### config.mk
export PLATFORM = sky130hd
export DESIGN_NAME = vga_fb_write_arbiter
export DESIGN_NICKNAME = d
export VERILOG_FILES = /design/src/rtl/vga_fb_write_arbiter.sv
export SDC_FILE = /design/constraint.sdc
export NUM_CORES = 1
export LEC_CHECK = 0
export CORE_UTILIZATION = 45
export CTS_CLUSTER_DIAMETER = 30
export CTS_CLUSTER_SIZE = 28
export DETAILED_ROUTE_END_ITERATION = 8
export PLACE_DENSITY = 0.75
export SETUP_SLACK_MARGIN = 0.15
export SLEW_MARGIN = 20
export SYNTH_ARGS = -nofsm -noshare
export SYNTH_HDL_FRONTEND = slang
export SYNTH_SLANG_ARGS = --single-unit
export TNS_END_PERCENT = 50
### constraint.sdc
create_clock -name ahb_clk -period 5.9 [get_ports ahb_clk]
set_input_delay 0.59 -clock ahb_clk [delete_from_list [all_inputs] [get_ports ahb_clk]]
set_output_delay 0.59 -clock ahb_clk [all_outputs]
set_load 0.03 [all_outputs]
### src/rtl/vga_fb_write_arbiter.sv
// Frame-buffer write scheduler: round-robin between bus pixel writes and a rectangle-fill engine.
// Optional macro VGA_FB_VBLANK_SYNC_EN holds a fill in ARM until a rising vblank edge.
module vga_fb_write_arbiter #(
    parameter int DATA_WIDTH = 24,
    parameter int IMG_WIDTH  = 48,
    parameter int IMG_HEIGHT = 48,
    localparam int IDX_W = $clog2(IMG_WIDTH * IMG_HEIGHT),
    localparam int CW    = $clog2((IMG_WIDTH > IMG_HEIGHT) ? IMG_WIDTH : IMG_HEIGHT)
) (
    input  logic                  ahb_clk,
    input  logic                  n_rst,
    input  logic                  bus_req,
    input  logic [IDX_W-1:0]      bus_addr,
    input  logic [DATA_WIDTH-1:0] bus_wdata,
    output logic                  bus_gnt,
    input  logic                  fill_start,
    input  logic [CW-1:0]         fill_x0,
    input  logic [CW-1:0]         fill_x1,
    input  logic [CW-1:0]         fill_y0,
    input  logic [CW-1:0]         fill_y1,
    input  logic [DATA_WIDTH-1:0] fill_color,
    input  logic                  vblank,
    output logic                  fill_busy,
    output logic                  fill_done,
    output logic                  fb_wen,
    output logic [IDX_W-1:0]      fb_waddr,
    output logic [DATA_WIDTH-1:0] fb_wdata
);

    localparam int NPIX = IMG_WIDTH * IMG_HEIGHT;
    localparam logic [CW-1:0] X_MAX = CW'(IMG_WIDTH - 1);
    localparam logic [CW-1:0] Y_MAX = CW'(IMG_HEIGHT - 1);
    localparam logic RR_BUS  = 1'b0;
    localparam logic RR_FILL = 1'b1;

    typedef enum logic [1:0] {
        S_IDLE = 2'd0,
        S_ARM  = 2'd1,
        S_FILL = 2'd2,
        S_DONE = 2'd3
    } state_t;

    state_t                state_q, state_d;
    logic                  rr_last_q, rr_last_d;
    logic [CW-1:0]         x0_q, x0_d, x1_q, x1_d, y1_q, y1_d;
    logic [CW-1:0]         x_q, x_d, y_q, y_d;
    logic [DATA_WIDTH-1:0] color_q, color_d;
    logic                  fill_busy_q, fill_busy_d;
    logic                  fill_done_q, fill_done_d;
    logic                  fb_wen_q, fb_wen_d;
    logic [IDX_W-1:0]      fb_waddr_q, fb_waddr_d;
    logic [DATA_WIDTH-1:0] fb_wdata_q, fb_wdata_d;

    logic                  fill_req_s, fill_gnt_s, bus_gnt_s, bus_in_range_s;
    logic [CW-1:0]         x1_clamp_s, y1_clamp_s;
    logic                  degenerate_s;
    logic [IDX_W-1:0]      fill_addr_s;

`ifdef VGA_FB_VBLANK_SYNC_EN
    logic vblank_q;
`else
    logic unused_vblank_s;
    assign unused_vblank_s = vblank;
`endif

    // Arbitration and write-port datapath
    always_comb begin
        fill_req_s     = (state_q == S_FILL);
        bus_gnt_s      = n_rst && bus_req && (!fill_req_s || (rr_last_q == RR_FILL));
        fill_gnt_s     = fill_req_s && !bus_gnt_s;
        bus_in_range_s = ({1'b0, bus_addr} < (IDX_W + 1)'(NPIX));
        fill_addr_s    = IDX_W'(y_q) * IDX_W'(IMG_WIDTH) + IDX_W'(x_q);
        fb_wen_d       = 1'b0;
        fb_waddr_d     = fb_waddr_q;
        fb_wdata_d     = fb_wdata_q;
        rr_last_d      = rr_last_q;
        if (bus_gnt_s) begin
            rr_last_d = RR_BUS;
            if (bus_in_range_s) begin
                fb_wen_d   = 1'b1;
                fb_waddr_d = bus_addr;
                fb_wdata_d = bus_wdata;
            end else begin
                fb_wen_d = 1'b0;
            end
        end else if (fill_gnt_s) begin
            rr_last_d  = RR_FILL;
            fb_wen_d   = 1'b1;
            fb_waddr_d = fill_addr_s;
            fb_wdata_d = color_q;
        end else begin
            rr_last_d = rr_last_q;
        end
    end

    // Fill engine sequencing and raster counters
    always_comb begin
        state_d      = state_q;
        x0_d         = x0_q;
        x1_d         = x1_q;
        y1_d         = y1_q;
        x_d          = x_q;
        y_d          = y_q;
        color_d      = color_q;
        x1_clamp_s   = (fill_x1 > X_MAX) ? X_MAX : fill_x1;
        y1_clamp_s   = (fill_y1 > Y_MAX) ? Y_MAX : fill_y1;
        degenerate_s = (fill_x0 > x1_clamp_s) || (fill_y0 > y1_clamp_s);
        case (state_q)
            S_IDLE, S_DONE: begin
                if (fill_start) begin
                    x0_d    = fill_x0;
                    x1_d    = x1_clamp_s;
                    y1_d    = y1_clamp_s;
                    x_d     = fill_x0;
                    y_d     = fill_y0;
                    color_d = fill_color;
                    state_d = degenerate_s ? S_DONE : S_ARM;
                end else begin
                    state_d = S_IDLE;
                end
            end
            S_ARM: begin
`ifdef VGA_FB_VBLANK_SYNC_EN
                if (vblank && !vblank_q) begin
                    state_d = S_FILL;
                end else begin
                    state_d = S_ARM;
                end
`else
                state_d = S_FILL;
`endif
            end
            S_FILL: begin
                if (fill_gnt_s) begin
                    if (x_q == x1_q) begin
                        x_d = x0_q;
                        if (y_q == y1_q) begin
                            state_d = S_DONE;
                        end else begin
                            y_d = y_q + CW'(1);
                        end
                    end else begin
                        x_d = x_q + CW'(1);
                    end
                end else begin
                    state_d = S_FILL;
                end
            end
            default: state_d = S_IDLE;
        endcase
        fill_busy_d = (state_d == S_ARM) || (state_d == S_FILL);
        fill_done_d = (state_d == S_DONE);
    end

    // State and output registers with synchronous active-low reset
    always_ff @(posedge ahb_clk) begin
        if (!n_rst) begin
            state_q     <= S_IDLE;
            rr_last_q   <= RR_FILL;
            x0_q        <= '0;
            x1_q        <= '0;
            y1_q        <= '0;
            x_q         <= '0;
            y_q         <= '0;
            color_q     <= '0;
            fill_busy_q <= 1'b0;
            fill_done_q <= 1'b0;
            fb_wen_q    <= 1'b0;
            fb_waddr_q  <= '0;
            fb_wdata_q  <= '0;
`ifdef VGA_FB_VBLANK_SYNC_EN
            vblank_q    <= 1'b0;
`endif
        end else begin
            state_q     <= state_d;
            rr_last_q   <= rr_last_d;
            x0_q        <= x0_d;
            x1_q        <= x1_d;
            y1_q        <= y1_d;
            x_q         <= x_d;
            y_q         <= y_d;
            color_q     <= color_d;
            fill_busy_q <= fill_busy_d;
            fill_done_q <= fill_done_d;
            fb_wen_q    <= fb_wen_d;
            fb_waddr_q  <= fb_waddr_d;
            fb_wdata_q  <= fb_wdata_d;
`ifdef VGA_FB_VBLANK_SYNC_EN
            vblank_q    <= vblank;
`endif
        end
    end

    assign bus_gnt   = bus_gnt_s;
    assign fill_busy = fill_busy_q;
    assign fill_done = fill_done_q;
    assign fb_wen    = fb_wen_q;
    assign fb_waddr  = fb_waddr_q;
    assign fb_wdata  = fb_wdata_q;

endmodule

==> metrics list, run 1 <==
- The run finished with clean final reports.
- For this run, the top clock speed supported by timing is 0.277 GHz.
* Routed vias/inst: 5.49
- The final-report max-slew violation count was 0.
* Fraction of layout instances using a drive strength above 1: 0.0424
- Final instance area: 6550 um^2
- After synthesis, the largest family of logic cells by area is compound AO/OA/AOI/OAI gates.
- Number of clock sinks: 96
* Full die area: 11500 um^2
- Depth of the most critical reg-to-reg path: 11
* Residual overflow from global routing: 0
* CTS Hold Buffers Added: 0
- Die Height: 107 um
* Final antenna-violating net count: 0
- Initial detailed-routing violation count: 306
- First-pass DRT Iterations: 5
- Minimum hold slack: 0.459 ns
- Post-synthesis cell area: 4970 um^2
* Fraction of synthesized area in multiplexers: 0.0728
* Core Rows: 38
- For this design the ratio of total power to cell area is 351 nW/um^2.
- Gates resized during post-CTS repair numbered 0.
* Worst reg2reg endpoint: fb_waddr[1]$_SDFFE_PN0P_
- Slowest-stage cell, CP: sky130_fd_sc_hd__clkdlybuf4s50_1
- After detailed routing, the number of remaining DRC violations is 0.
- Sum of negative setup slack: 0 ns
- The total area inside the core boundary comes to 10800 um^2.
- GRT Util Overall: 0.224
- Post-layout nets: 818
* Tightest slew margin relative to the limit: 0.316
* Delay of the slowest cell on the worst path: 0.81 ns
- Slew of the pin with the lowest slew margin: 1.03 ns
* Signed area change from the synthesized netlist to the final layout: 31.8%
* Uppermost metal layer occupied by signal nets: met4
- Tightest Hold Check Type: flop to flop
- Number of library cell types mapped by synthesis: 54
- In the detailed route, the total length drawn on met2 is 6080 um.
- Commonest cells after routing, fill and taps aside: 127 x sky130_fd_sc_hd__clkdlybuf4s50_1, 96 x sky130_fd_sc_hd__dfxtp_1, 93 x sky130_fd_sc_hd__nand2_1
- The routed layout has 4657 vias.
* Number of setup violations in the final report: 0
- Max Fanout on Critical Path: 42
* Seq/Total Area, Yosys: 0.387
- Clock latency on the worst-skew pair, taken at its later pin, is 0.37 ns.
- Initial antenna violation count: 0
- Crit path time final: 3.61 ns
* Number of synthesized flops with an enable pin: 0
- TritonCTS built the clock tree.
- The detailed router put a total of 5720 um of wire on met1.
- Detailed routing placed a total of 741 um of wire on met3.
- Setup repair after global routing left no endpoint under its margin.
- Of the total synthesized cell area, the portion taken by AND, OR, NAND and NOR gates is 0.176.
* Critical Setup Path Class: primary input to output port
- Clock tree synthesis inserted a total of 9 buffers.
- Post-Synthesis Net Count: 708
- Share of async-settable or async-resettable flops after synthesis: 0
- In this run the deepest clock path goes through 2 buffers.
- For this run, the number of Yosys warnings is 0.
- Along the worst hold path, the cell count comes to 2.
- Routed wire length per instance: 15.1 um
- A synthesized cell averages 8.38 um^2.
* Clock transition time at the flip-flop clock pins of the worst setup and hold paths: 0.09 ns
* Top flip-flop cell by instance count after synthesis: sky130_fd_sc_hd__dfxtp_1
* Buffers on Ports: 127
- Compound-gate portion of the synthesized area: 0.210
* Worst reg2reg setup slack: 2.62 ns
- Measured along the x axis, the die boundary spans 107 um.
- Dividing the final minimum period by the clock period gives 0.613.
* CTS root buffer: sky130_fd_sc_hd__clkbuf_8
* Adder-Cell Fraction of Synth Area: 0.0685
- At the end of routability-driven placement, the weighted congestion stood at 0.844.
* Starting density of the core: 0.460
* Post-synthesis xor/xnor area fraction: 0.0415
* Pin count of the biggest net entering global routing: 43
- In this run the post-CTS setup repair buffer count came out at 0.
* Fin Clk Skew: 0.0190 ns
* Endpoint with the worst hold slack: color_q[8]$_SDFFE_PN0P_
- The library cell used most frequently in the layout, excluding fill and tap cells, is sky130_fd_sc_hd__clkdlybuf4s50_1.
- In this run, synthesis produced a sequential element count of 96.
- The number of global-route vias before repair came to 4221.
- WP data required: 5.31 ns
* Final WL: 12800 um
- Hold path start: color_q[8]$_SDFFE_PN0P_
- Pin placement for this block handled 129 I/O pins.
- The placed instances occupy a cell area of 6320 um^2.
* Pleak: 2.51 nW
- 0 antenna diodes ended up in the layout.
- VDD sags by at most 0.141 mV.
- The worst setup path is launched from a primary input.
* Wire length of the first global-routing pass: 20300 um
- The critical path goes through clkdlybuf4s50_1 -> buf_4 -> nand3_1 -> inv_2 -> buf_4 -> clkdlybuf4s50_1.
- Worst flop-to-flop path startpoint: state_q[0]$_SDFF_PN0_
- After legalization and detailed placement, the total HPWL measured 9300 um.
* H-tree depth: 3
* Nature of the critical path endpoint: output port
- The final count of hold timing violations came to 0.
* Data arrival, critical path: 3.02 ns
* Max-capacitance violation count: 0
- Cell count after synthesis: 593
## state kept, by name, indices dropped and copies added, names as in the netlist
register   cells
color_q       24
fb_wdata      24
fb_waddr      12
x0_q           6
x1_q           6
x_q            6
y1_q           6
y_q            6
state_q        2
fb_wen         1
fill_busy      1
fill_done      1
rr_last_q      1
## per-layer routing
layer | global-route usage | vias up
met2 | 0.364 | 162
met3 | 0.0322 | 23
met4 | 0.0988 | 0
met1 | 0.294 | 2152
li1 | - | 2320
met5 | 0 | -
## worst max path at each step
stage / from / end / slack, ns / cells after the start
after global placement: n_rst / fb_waddr[8]$_SDFFE_PN0P_ / 2.30 / 9
after global routing: n_rst / bus_gnt / 2.16 / 6
after CTS: n_rst / bus_gnt / 2.28 / 6
final: n_rst / bus_gnt / 2.29 / 6
after detailed placement: n_rst / fb_waddr[1]$_SDFFE_PN0P_ / 2.23 / 9
after floorplan: fill_y1[4] / fill_busy$_SDFF_PN0_ / 3.40 / 10
## worst max-delay path, delay by kind of cell
kind / cells / cell delay (ns)
AND/OR/NAND/NOR: 1 / 0.23
buffers and inverters: 5 / 2.18
## cell usage after synthesis (3+ instances only)
master | instances | area (um^2)
sky130_fd_sc_hd__or3_1 | 5 | 31.3
sky130_fd_sc_hd__a211oi_1 | 41 | 308
sky130_fd_sc_hd__a21o_1 | 6 | 45.0
sky130_fd_sc_hd__and3_1 | 4 | 25.0
sky130_fd_sc_hd__nand2b_1 | 3 | 18.8
sky130_fd_sc_hd__xnor2_1 | 11 | 96.3
sky130_fd_sc_hd__ha_1 | 24 | 300
sky130_fd_sc_hd__nor2b_1 | 5 | 31.3
sky130_fd_sc_hd__clkbuf_1 | 20 | 75.1
sky130_fd_sc_hd__o21ai_0 | 15 | 75.1
sky130_fd_sc_hd__nand4_1 | 4 | 25.0
sky130_fd_sc_hd__mux2i_1 | 35 | 350
sky130_fd_sc_hd__nor3_1 | 4 | 20.0
sky130_fd_sc_hd__nand3_1 | 11 | 55.1
sky130_fd_sc_hd__buf_1 | 5 | 18.8
sky130_fd_sc_hd__nor2_1 | 57 | 214
sky130_fd_sc_hd__a31oi_1 | 3 | 18.8
sky130_fd_sc_hd__nand2_1 | 93 | 349
sky130_fd_sc_hd__o211ai_1 | 5 | 37.5
sky130_fd_sc_hd__xor2_1 | 10 | 87.6
sky130_fd_sc_hd__o21a_1 | 5 | 37.5
sky130_fd_sc_hd__inv_1 | 15 | 56.3
sky130_fd_sc_hd__buf_2 | 7 | 35.0
sky130_fd_sc_hd__and2_1 | 6 | 37.5
sky130_fd_sc_hd__dfxtp_1 | 96 | 1920
sky130_fd_sc_hd__a21oi_1 | 66 | 330
## through the flow
| step | utilization | total power, mW | setup WS, ns | cells |
|---|---|---|---|---|
| floorplan | - | 1.51 | 3.40 | 593 |
| global placement | 0.586 | 1.79 | 2.30 | 832 |
| detailed placement | 0.586 | 1.82 | 2.23 | 832 |
| CTS | 0.607 | 2.31 | 2.28 | 848 |
| global route | 0.607 | 2.45 | 2.16 | 848 |
| finish | 0.607 | 2.30 | 2.29 | 848 |
## where the power goes
part           total, mW  leakage (nW)  switching, mW  internal (mW)
Combinational      0.951          1.60          0.552          0.400
Sequential         0.860         0.791         0.0917          0.768
Clock              0.492         0.111          0.238          0.254
Total               2.30          2.51          0.881           1.42
## final cells by class
cell class / count / area, um^2
Clock buffer: 11 / 141
Fill cell: 932 / 4240
Multi-Input combinational cell: 445 / 2840
Clock inverter: 5 / 85.1
Tap cell: 140 / 175
Timing Repair Buffer: 134 / 1320
Inverter: 17 / 63.8
Sequential cell: 96 / 1920
## cell families after synthesis
group,Yosys count
and+or+nand+nor,199
buffers and inverters,52
DFF,96
xor gates and xnor gates,22
muxes,36
AOI/OAI and AO/OA,162
adders and majority gates,26
Power figures use the tool's default switching activity.
==> run 2: changes to the inputs <==
--- a/config.mk
+++ b/config.mk
@@ -5,11 +5,11 @@
 export SDC_FILE = /design/constraint.sdc
 export NUM_CORES = 1
 export LEC_CHECK = 0
-export CORE_UTILIZATION = 45
+export CORE_UTILIZATION = 44
 export CTS_CLUSTER_DIAMETER = 30
 export CTS_CLUSTER_SIZE = 28
 export DETAILED_ROUTE_END_ITERATION = 8
-export PLACE_DENSITY = 0.75
+export PLACE_DENSITY = 0.76
 export SETUP_SLACK_MARGIN = 0.15
 export SLEW_MARGIN = 20
 export SYNTH_ARGS = -nofsm -noshare
==> constraint.sdc (replaced) <==
create_clock -name ahb_clk -period 3 [get_ports ahb_clk]
set_input_delay 0.3 -clock ahb_clk [delete_from_list [all_inputs] [get_ports ahb_clk]]
set_output_delay 0.3 -clock ahb_clk [all_outputs]
set_load 0.03 [all_outputs]
==> run 2 against run 1 <==
  * Routed wire length grew 4.3%
  * Total power grew 100%
  * Worst setup slack lost 1.9 ns
  * Non-clock buffer count grew 6
  * Sequential cell count is the same
  * Critical path depth grew 3
  * Clock-buffer cell count is the same
  * Final cell count grew 0.59%
  * Cell area grew 1.9%
  * Highest routed layer unchanged
==> metrics list, run 2 (synthesis gave the netlist of run 1 again) <==
* Result of the run: complete, no violations
* Core area: 10900 um^2
- For met1 alone, demand over resource in global routing was 0.284.
- The worst setup path is captured at a flop.
* Final-layout fill cell count: 970
* Post-layout nets: 824
* Signed area change from the synthesized netlist to the final layout: 34.4%
- Max frequency: 0.383 GHz
- Starting density of the core: 0.454
* Number of hold violations in the final report: 0
- The number of hold buffers added after CTS was 0.
- The count of buffers added on input and output ports is 127.
* Initial antenna violation count: 0
* Most common library cell in the layout ignoring fill and taps: sky130_fd_sc_hd__clkdlybuf4s50_1
* Kind of start point of the critical path: flop
- Full die area: 11700 um^2
* Routed vias/inst: 5.49
- On the final layout, the worst hold slack is 0.456 ns.
- In this run the remaining antenna-violating nets after routing total 0.
* Wire length of the first global-routing pass: 20900 um
- For the worst setup path, the data arrival time is 2.82 ns.
* Slowest-stage cell, CP: sky130_fd_sc_hd__dfxtp_1
- Setup repair after global routing left no endpoint under its margin.
* Crit path time final: 2.61 ns
- Delay of the slowest cell on the worst path: 0.43 ns
* Critical path, cell by cell: ha_1 -> inv_1 -> fa_1 -> xnor2_2 -> nor3b_2 -> o2111ai_1 -> o21a_1 -> o31ai_1 -> a41oi_1
- For met2 alone, demand over resource in global routing was 0.391.
- For the worst setup path, the data required time is 3.21 ns.
- From bottom edge to top edge, the die measures 108 um.
- After routing, the total negative slack on setup checks comes to 0 ns.
* Initial detailed-routing violation count: 233
- Half-perimeter wire length after detailed placement: 9780 um
- After floorplanning, the core was divided into 38 placement rows.
- After clock tree synthesis, the setup repair step added 0 buffers.
* Peak-usage layer in the global routing report: met2
- Num ports: 129
* Tightest slew margin relative to the limit: 0.614
- Fraction of layout instances using a drive strength above 1: 0.0533
* Max-capacitance violation count: 0
- Number of setup violations in the final report: 0
- Pleak: 2.58 nW
- In the final routed layout, each cell accounts on average for 15.7 um.
- The H-tree was split into 3 levels.
* Die X-Extent: 108 um
* Slew of the pin with the lowest slew margin: 0.577 ns
- Global placement routability congestion: 0.921
- The number of clock buffers added by TritonCTS is 9.
- Fin Clk Skew: 0.00723 ns
- The critical path in this run is classified as flop to flop.
- Met3 usage: 0.0247
- In this run the power density over the cells is 701 nW/um^2.
- Of all nets on the critical path, the largest fanout is 6.
* Antenna fix cells: 0
* Commonest cells after routing, fill and taps aside: 126 x sky130_fd_sc_hd__clkdlybuf4s50_1, 96 x sky130_fd_sc_hd__dfxtp_1, 93 x sky130_fd_sc_hd__nand2_1
- CTS root buffer: sky130_fd_sc_hd__clkbuf_16
- After clock tree synthesis, the clock-pin slew on the worst setup and hold paths is 0.07 ns.
- Global routing finished with a remaining overflow of 0.
* TritonCTS clock tree: yes
* Final WL: 13400 um
- First-pass DRT Iterations: 5
- Vias in the first global route: 4430
- Tightest Hold Check Type: flop to flop
- Pin count of the biggest net entering global routing: 65
- Number of clock sinks: 96
- Final worst-path cycle share: 0.871
- GRT Util Overall: 0.227
* Number of DRC violations after detailed routing: 0
- Worst-case clock buffer depth: 2
- Largest voltage drop on the vdd net: 0.401 mV
- Summing over every cut layer, the via total after detailed routing is 4685.
* Final Max Slew Viols: 0
- The clock reaches the later pin of the worst-skew pair after 0.34 ns.
run 2: changes by cell type in the layout (fill, tap and decap cells not counted), sizes merged:
cell,previous run,this run
buf,7,14
clkinv,0,4
bufinv,2,0
inv,19,17
clkdlybuf4s50,127,126
clkinvlp,1,0
run 2: stage by stage:
step / util / power [mW] / setup slack (ns) / std cells / instance area [um^2]
5_1_grt: 0.611 / 4.96 / 0.152 / 853 / 6680
2_1_floorplan: - / 2.97 / 0.605 / 593 / 4970
4_1_cts: 0.610 / 4.70 / 0.243 / 853 / 6670
3_3_place_gp: 0.585 / 3.56 / 0.155 / 838 / 6390
6_report: 0.611 / 4.68 / 0.386 / 853 / 6680
3_5_place_dp: 0.585 / 3.63 / 0.0855 / 838 / 6390
run 2: final timing paths:
kind	startpoint	end	slack, ns	depth (start not counted)
setup / recovery	y_q[0]$_SDFFE_PN0P_	fb_waddr[11]$_SDFFE_PN0P_	0.39	9
hold / removal	color_q[8]$_SDFFE_PN0P_	color_q[8]$_SDFFE_PN0P_	0.46	2
setup reg to reg	y_q[0]$_SDFFE_PN0P_	fb_waddr[11]$_SDFFE_PN0P_	0.39	9
hold reg to reg	color_q[8]$_SDFFE_PN0P_	color_q[8]$_SDFFE_PN0P_	0.46	2
run 2: layout make-up:
class,instances,area [um^2],share of cell area
sequential,96,1920,0.288
tap,140,175,0.0262
multi-input combinational,445,2850,0.427
inverter,17,63.8,0.00955
timing repair buffer,140,1390,0.208
clock inverter,4,31.3,0.00468
clock buffer,11,243,0.0363
run 2: report_power, final:
group          internal [mW]  switching (mW)
Combinational          0.817            1.12
Clock                  0.583           0.477
Sequential              1.51           0.173
Total                   2.91            1.77
run 2: critical path, delay by kind of cell (launching register included):
family / cells / cell delay, ns
adders and majority gates: 2 / 0.71
xor gates and xnor gates: 1 / 0.21
buffers and inverters: 1 / 0.10
and+or+nand+nor: 1 / 0.25
DFF: 1 / 0.43
AOI/OAI and AO/OA: 4 / 0.79
run 2: repair_timing:
action                     4_1_cts  5_1_grt
setup endpoints to repair        0        1
hold endpoints to repair         0        0
resized for setup                0        2
run 2: metal layers:
metal,vias up,part of all wire
li1,2341,-
met1,2186,0.44
met2,130,0.49
met3,28,0.048
met4,0,0.024
met5,-,0
==> run 3: changes to the inputs <==
--- a/config.mk
+++ b/config.mk
@@ -6,7 +6,7 @@
 export NUM_CORES = 1
 export LEC_CHECK = 0
 export CORE_UTILIZATION = 44
-export CTS_CLUSTER_DIAMETER = 30
+export CTS_CLUSTER_DIAMETER = 40
 export CTS_CLUSTER_SIZE = 28
 export DETAILED_ROUTE_END_ITERATION = 8
 export PLACE_DENSITY = 0.76
==> results of run 3 <==
The final DEF is identical to that of run 2; final timing and power are the same.
